## src/rtl/bp_fe_cmd_queue.sv

```systemverilog
// Front-end command queue: in-order FIFO between the back end and the FE controller.
// Attaboy hints arriving while full are accepted and discarded, with a saturating drop count.

package bp_fe_cmd_queue_pkg;

    typedef enum logic [1:0] {
        e_bp_default_cfg = 2'd0,
        e_bp_small_cfg   = 2'd1
    } bp_params_e;

    typedef enum logic [2:0] {
        e_op_state_reset          = 3'd0,
        e_op_pc_redirection       = 3'd1,
        e_op_icache_fill_response = 3'd2,
        e_op_icache_fence         = 3'd3,
        e_op_attaboy              = 3'd4,
        e_op_wait                 = 3'd5
    } bp_fe_command_queue_opcodes_e;

    localparam int vaddr_width_gp = 39;

    typedef struct packed {
        bp_fe_command_queue_opcodes_e opcode;
        logic [vaddr_width_gp-1:0]    npc;
        logic [15:0]                  operands;
    } bp_fe_cmd_s;

    // Every supported configuration currently shares one command layout.
    function automatic int fe_cmd_width_f(input bp_params_e cfg);
        case (cfg)
            e_bp_small_cfg: return $bits(bp_fe_cmd_s);
            default:        return $bits(bp_fe_cmd_s);
        endcase
    endfunction

endpackage

module bp_fe_cmd_queue
    import bp_fe_cmd_queue_pkg::*;
#(
    parameter bp_params_e bp_params_p      = e_bp_default_cfg,
    parameter int         els_p            = 4,
    parameter int         drop_cnt_width_p = 16,
    localparam int        fe_cmd_width_lp  = fe_cmd_width_f(bp_params_p),
    localparam int        count_width_lp   = $clog2(els_p + 1)
) (
    input  logic                        clk_i,
    input  logic                        reset_i,

    input  logic [fe_cmd_width_lp-1:0]  fe_cmd_i,
    input  logic                        fe_cmd_v_i,
    output logic                        fe_cmd_ready_and_o,

    output logic [fe_cmd_width_lp-1:0]  fe_cmd_o,
    output logic                        fe_cmd_v_o,
    input  logic                        fe_cmd_yumi_i,

    output logic [count_width_lp-1:0]   count_o,
    output logic                        attaboy_drop_o,
    output logic [drop_cnt_width_p-1:0] attaboy_drops_o
);

    localparam int idx_width_lp = $clog2(els_p);
    localparam int ptr_width_lp = idx_width_lp + 1;

    bp_fe_cmd_s                  mem [els_p];
    bp_fe_cmd_s                  cmd_in;
    logic [ptr_width_lp-1:0]     wptr;
    logic [ptr_width_lp-1:0]     rptr;
    logic [drop_cnt_width_p-1:0] drops;

    logic full;
    logic empty;
    logic is_attaboy_in;
    logic enq;
    logic drop;

    assign cmd_in        = bp_fe_cmd_s'(fe_cmd_i);
    assign is_attaboy_in = (cmd_in.opcode == e_op_attaboy);

    // Wrap bit distinguishes full from empty when the index bits match.
    assign empty = (wptr == rptr);
    assign full  = (wptr[idx_width_lp] != rptr[idx_width_lp])
                && (wptr[idx_width_lp-1:0] == rptr[idx_width_lp-1:0]);

    assign fe_cmd_ready_and_o = ~full | is_attaboy_in;
    assign enq                = fe_cmd_v_i & ~full;
    assign drop               = fe_cmd_v_i & full & is_attaboy_in;

    always_ff @(posedge clk_i) begin
        if (reset_i) begin
            wptr  <= '0;
            rptr  <= '0;
            drops <= '0;
        end else begin
            if (enq) begin
                wptr <= wptr + 1'b1;
            end
            if (fe_cmd_yumi_i) begin
                rptr <= rptr + 1'b1;
            end
            if (drop && !(&drops)) begin
                drops <= drops + 1'b1;
            end
        end
    end

    // Storage is deliberately left out of reset; the pointers define validity.
    always_ff @(posedge clk_i) begin
        if (enq && !reset_i) begin
            mem[wptr[idx_width_lp-1:0]] <= cmd_in;
        end
    end

    assign fe_cmd_o        = mem[rptr[idx_width_lp-1:0]];
    assign fe_cmd_v_o      = ~empty;
    assign count_o         = wptr - rptr;
    assign attaboy_drop_o  = drop;
    assign attaboy_drops_o = drops;

endmodule
```

## config.mk

```make
export PLATFORM = sky130hd
export DESIGN_NAME = bp_fe_cmd_queue
export DESIGN_NICKNAME = d
export VERILOG_FILES = /design/src/rtl/bp_fe_cmd_queue.sv
export SDC_FILE = /design/constraint.sdc
export NUM_CORES = 1
export LEC_CHECK = 0
export BUFFER_PORTS_ARGS = -buffer_cell sky130_fd_sc_hd__buf_4
export CAP_MARGIN = 20
export CORE_ASPECT_RATIO = 1.25
export CORE_MARGIN = 2
export CORE_UTILIZATION = 40
export CTS_BUF_LIST = sky130_fd_sc_hd__clkbuf_2
export DETAILED_ROUTE_END_ITERATION = 8
export PLACE_DENSITY_LB_ADDON = 0.15
export SLEW_MARGIN = 10
export SYNTH_ARGS = -nofsm -noshare
export SYNTH_HDL_FRONTEND = slang
export SYNTH_SLANG_ARGS = --single-unit
```

## constraint.sdc

```tcl
create_clock -name clk_i -period 5 [get_ports clk_i]
set_input_delay 0 -clock clk_i [delete_from_list [all_inputs] [get_ports clk_i]]
set_output_delay 0 -clock clk_i [all_outputs]
set_load 0.1 [all_outputs]
```

# After elaboration in Yosys (flattened, before gate mapping)
# Memory sizes are Yosys's and may differ from the RTL's. A register that Yosys moved wholly into a read port is not among the register bits.
# Cells that the tools add are included.
[totals]
ram_bits = 232
inputBits = 62
latch_bits = 0
word_cells = 28
output_inout_bits = 80
rom_bits = 0
mem_count = 1
regBits = 22
[op_classes]
div = 0
bitwise_logic = 6
eq_ne = 4
shifts = 0
magnitude_cmp = 0
n_reduce_logical = 6
addsub = 4
mux = 4
n_mul = 0
[mem_list]
columns = ["name", "depth", "word_bits", "rd", "rd_ports_with_merged_regs", "wr", "line", "rtl"]
rows = [
  ["mem", 4, 58, 1, 1, 1, "66", "bp_fe_cmd_s mem [els_p];"],
]
[ops]
columns = ["operator", "n"]
rows = [
  ["adder 16 x 1 -> 16 bit, second input constant", 1],
  ["AND reduction 16 bit", 1],
  ["adder 3 x 1 -> 3 bit, second input constant", 2],
  ["2-to-1 mux 2 bit", 2],
  ["AND 1 bit", 3],
  ["equality test 3 bit", 1],
  ["equality test 3 bit, second input constant", 1],
  ["logical AND 1 bit", 3],
  ["subtractor 3 bit", 1],
  ["equality test 2 bit", 1],
  ["logical NOT 1 bit", 2],
  ["2-to-1 mux 1 bit", 2],
  ["inverter 1 bit", 2],
  ["inequality test 1 bit", 1],
  ["bitwise OR 1 bit", 1],
]

# Depth between registers and ports, before layout
[logic_depth]
depth_word = 7
ltp_mapped = 7
depth_no_buf = 7

# Worst setup path after synthesis
# No wires, ideal clock.
[synth_timing]
path_kind = "reg-to-reg"
from = "register wptr[0]"
to = "memory mem[0][0] (netlist bit) (enable)"
arrival_time_ps = 2569
path_buffers = 0
setup_ps = 422
path_stages_with_launch = 7
slack_ps = 2009
required_time_ps = 4578
synth_period_minus_slack_ps = 2991
cell_sequence = "dfxtp_1 -> inv_1 -> ha_1 -> nand2_1 -> o21ai_0 -> nor2_1 -> and2_1"
[synth_via]
elab_chain_len = 7
[synth_lines]
columns = ["item", "line", "rtl"]
rows = [
  ["start, declared", "68", "logic [ptr_width_lp-1:0] wptr;"],
  ["start signal, assigned", "97", "wptr <= wptr + 1'b1;"],
  ["equality test 2 bit", "84", "&& (wptr[idx_width_lp-1:0] == rptr[idx_width_lp-1:0]);"],
  ["logical AND 1 bit", "84", ""],
  ["inverter 1 bit", "87", "assign enq = fe_cmd_v_i & ~full;"],
  ["AND 1 bit", "87", ""],
  ["logical AND 1 bit", "110", "if (enq && !reset_i) begin"],
  ["2-to-1 mux 1 bit", "110", ""],
  ["2-to-1 mux 1 bit (not written as such)", "111", "mem[wptr[idx_width_lp-1:0]] <= cmd_in;"],
  ["end, declared", "66", ""],
]
# Parallel ways exist; a longest one is shown, timed or not.

==> qor.txt <==
Site Rows: 63
clk buf depth: 3
placed instance area: 0.0111 mm²
fin cells: 1141
pin count of the biggest net entering global routing: 59
top-count cell post-synth: edfxtp_1
antenna violations before repair: 2
Die Span X: 143 µm
weighted congestion at the end of routability-driven global placement: 0.828
area of combinational cells with multiple inputs: 0.00214 mm²
Filler Cells Inserted: 1984
critical path class: register to output port
number of hold violations in the final report: 0
wire length of the first global-routing pass: 30800 µm
Post-Syn Area: 0.00968 mm²
worst hold path type: primary input to register
largest area contributor in the netlist: edfxtp_1
Mapped Nets: 528
total power: 4.68 mW
kind of start point of the critical path: register
layout cells sized above 1: 37.0%
clock insertion delay at the later pin of the skew report: 0.85 ns
number of routed nets with antenna violations: 0
count of flip-flops with a built-in enable after synthesis: 232
max cap viols: 0
total length of routed wires: 19900 µm
top cells by area in the synthesized netlist: edfxtp_1 (72%), mux4_2 (13%), dfxtp_1 (5.0%), ha_1 (1.0%), a21oi_1 (0.67%)
number of hold-repair buffers added at the cts stage: 121
Max Clock Freq: 0.325 GHz
top cells by instance count after synthesis: edfxtp_1 (232), mux4_2 (58), dfxtp_1 (24), a21oi_1 (13), nor2_1 (12)
Pwr Density: 365 mW/mm²
CTS Buf Count: 60
unrepaired setup endpoints after global routing: false
number of nets in the layout: 836
proportion of synthesized flip-flops having asynchronous set or reset: 0%
maximum ir drop on the vdd rail: 161 µV
routed len/inst: 17.5 µm
vias: 5537
register clock-pin slew on the reported worst setup and hold paths: 0.11 ns
fin crit period: 3.08 ns
Final Skew: 0.0538 ns
total global routing track utilization: 15.9%
area growth from synthesis to layout: 32.7%
die outline height: 178 µm
number of unique standard cell types used by synthesis: 38
period utilization: 61.6%
final slew viol count: 0
DP Cell Count: 907
maximum fanout along the worst path: 40
Lkg Pwr: 4.52 nW
global-route congestion overflow total: 0
actual slew at the worst max-slew pin: 0.920 ns
total negative setup slack: 0 ns
dominant register cell in the synthesized netlist: edfxtp_1
CP Data Arrival Time: 3.08 ns
number of flip-flops and latches in the synthesized netlist: 256
Top-Level Pins: 142
required time of the critical path: 5.00 ns
area of the die: 0.0255 mm²
via count of the first global-routing pass: 6028
share of the yosys chip area belonging to registers: 76.9%
Root Driver: clkbuf_2
post-route standard cell area excluding fillers: 0.0128 mm²
level count of the clock H-tree: 2
TritonCTS clock tree: built
worst slew slack as a fraction of its limit: 38.7%
core footprint: 0.0237 mm²
post-detailed-placement half-perimeter wirelength: 11400 µm
effective utilization at floorplan: 40.8%
Critical Path Sink Type: output port
Setup Buffers After CTS: 0
routed via count divided by cell count: 4.85
share of the synthesized area in the top cell type: 71.9%
Setup violations, final: 0
number of detailed-route iterations in the first pass: 4
warnings from Yosys: 0
IO Port Bufs: 141
Sequential Area: 0.00745 mm²
drc violations: 0
Post-Synthesis Cells: 457
mean cell area of the mapped netlist: 21.2 µm²
PostCTS Resize Cnt: 0
result of the run: completed
Starting DRT DRC Count: 271
clock sinks: 256
worst hold slack across all endpoints: 0.117 ns
==> state kept, by name, indices dropped and copies added (netlist names), named ones only <==
register and flops:
mem 232, attaboy_drops_o 16, rptr 3, wptr 3
==> stage by stage <==
stage | setup slack [ns] | util, %
global route | 1.59 | 54.1
detailed placement | 2.38 | 46.8
finish | 1.92 | 54.1
CTS | 1.71 | 54.1
global placement | 2.47 | 46.8
floorplan | 2.01 | -
==> critical path, cell delays in order, from the launching register on <==
cell     delay [ns]
dfxtp_4        0.92
buf_4          0.50
mux4_2         0.59
buf_4          0.25
==> cell type report <==
class	instances	share of cell area, %
Sequential cell	256	58.0
Multi-Input combinational cell	176	16.7
Inverter	7	0.205
Timing Repair Buffer	264	17.8
Clock inverter	33	1.08
Clock buffer	78	3.04
Tap cell	325	3.17
Antenna cell	2	0.0390
==> cell usage in the layout, fill, tap and decap left out, drive strengths merged, types with 7 or more instances in the layout <==
| cell | instances |
|---|---|
| edfxtp | 232 |
| nor2 | 12 |
| or4 | 8 |
| clkbuf | 78 |
| clkinv | 33 |
| dfxtp | 24 |
| nand3 | 7 |
| nand2 | 7 |
| a21oi | 13 |
| ha | 8 |
| buf | 143 |
| nand4 | 8 |
| dlygate4sd3 | 121 |
| mux4 | 58 |
==> per-layer routing <==
metal  wire length [µm]  track usage, %  up-vias
met5                  0               0        -
met4                345            5.40        0
met3               1090            4.40       30
met2              10600            28.7      159
met1               7870            18.1     2781
li1                   -               -     2567
==> power by group <==
part | leakage (nW) | switching (mW) | internal [mW] | total, mW
clock | 0.395 | 0.801 | 0.440 | 1.24
combinational | 1.82 | 0.711 | 0.295 | 1.01
sequential | 2.30 | 0.0422 | 2.40 | 2.44
total | 4.52 | 1.55 | 3.13 | 4.68
==> cell families after synthesis <==
family          share of synthesized area (%)
compound gates                           1.89
xor+xnor                                0.633
fa+ha+maj                                1.24
buf+inv                                  1.06
flops                                    76.9
mux                                      14.0
simple gates                             4.23
==> worst paths after layout <==
check / to / cells after the start / slack, ns / start
max: fe_cmd_o[46] / 3 / 1.92 / register
min: attaboy_drops_o[4] / 3 / 0.12 / reset_i
max reg2reg: mem[1][16] / 6 / 2.38 / wptr[0]
min reg2reg: attaboy_drops_o[15] / 2 / 0.49 / attaboy_drops_o[15]
Power figures use the tool's default switching activity.
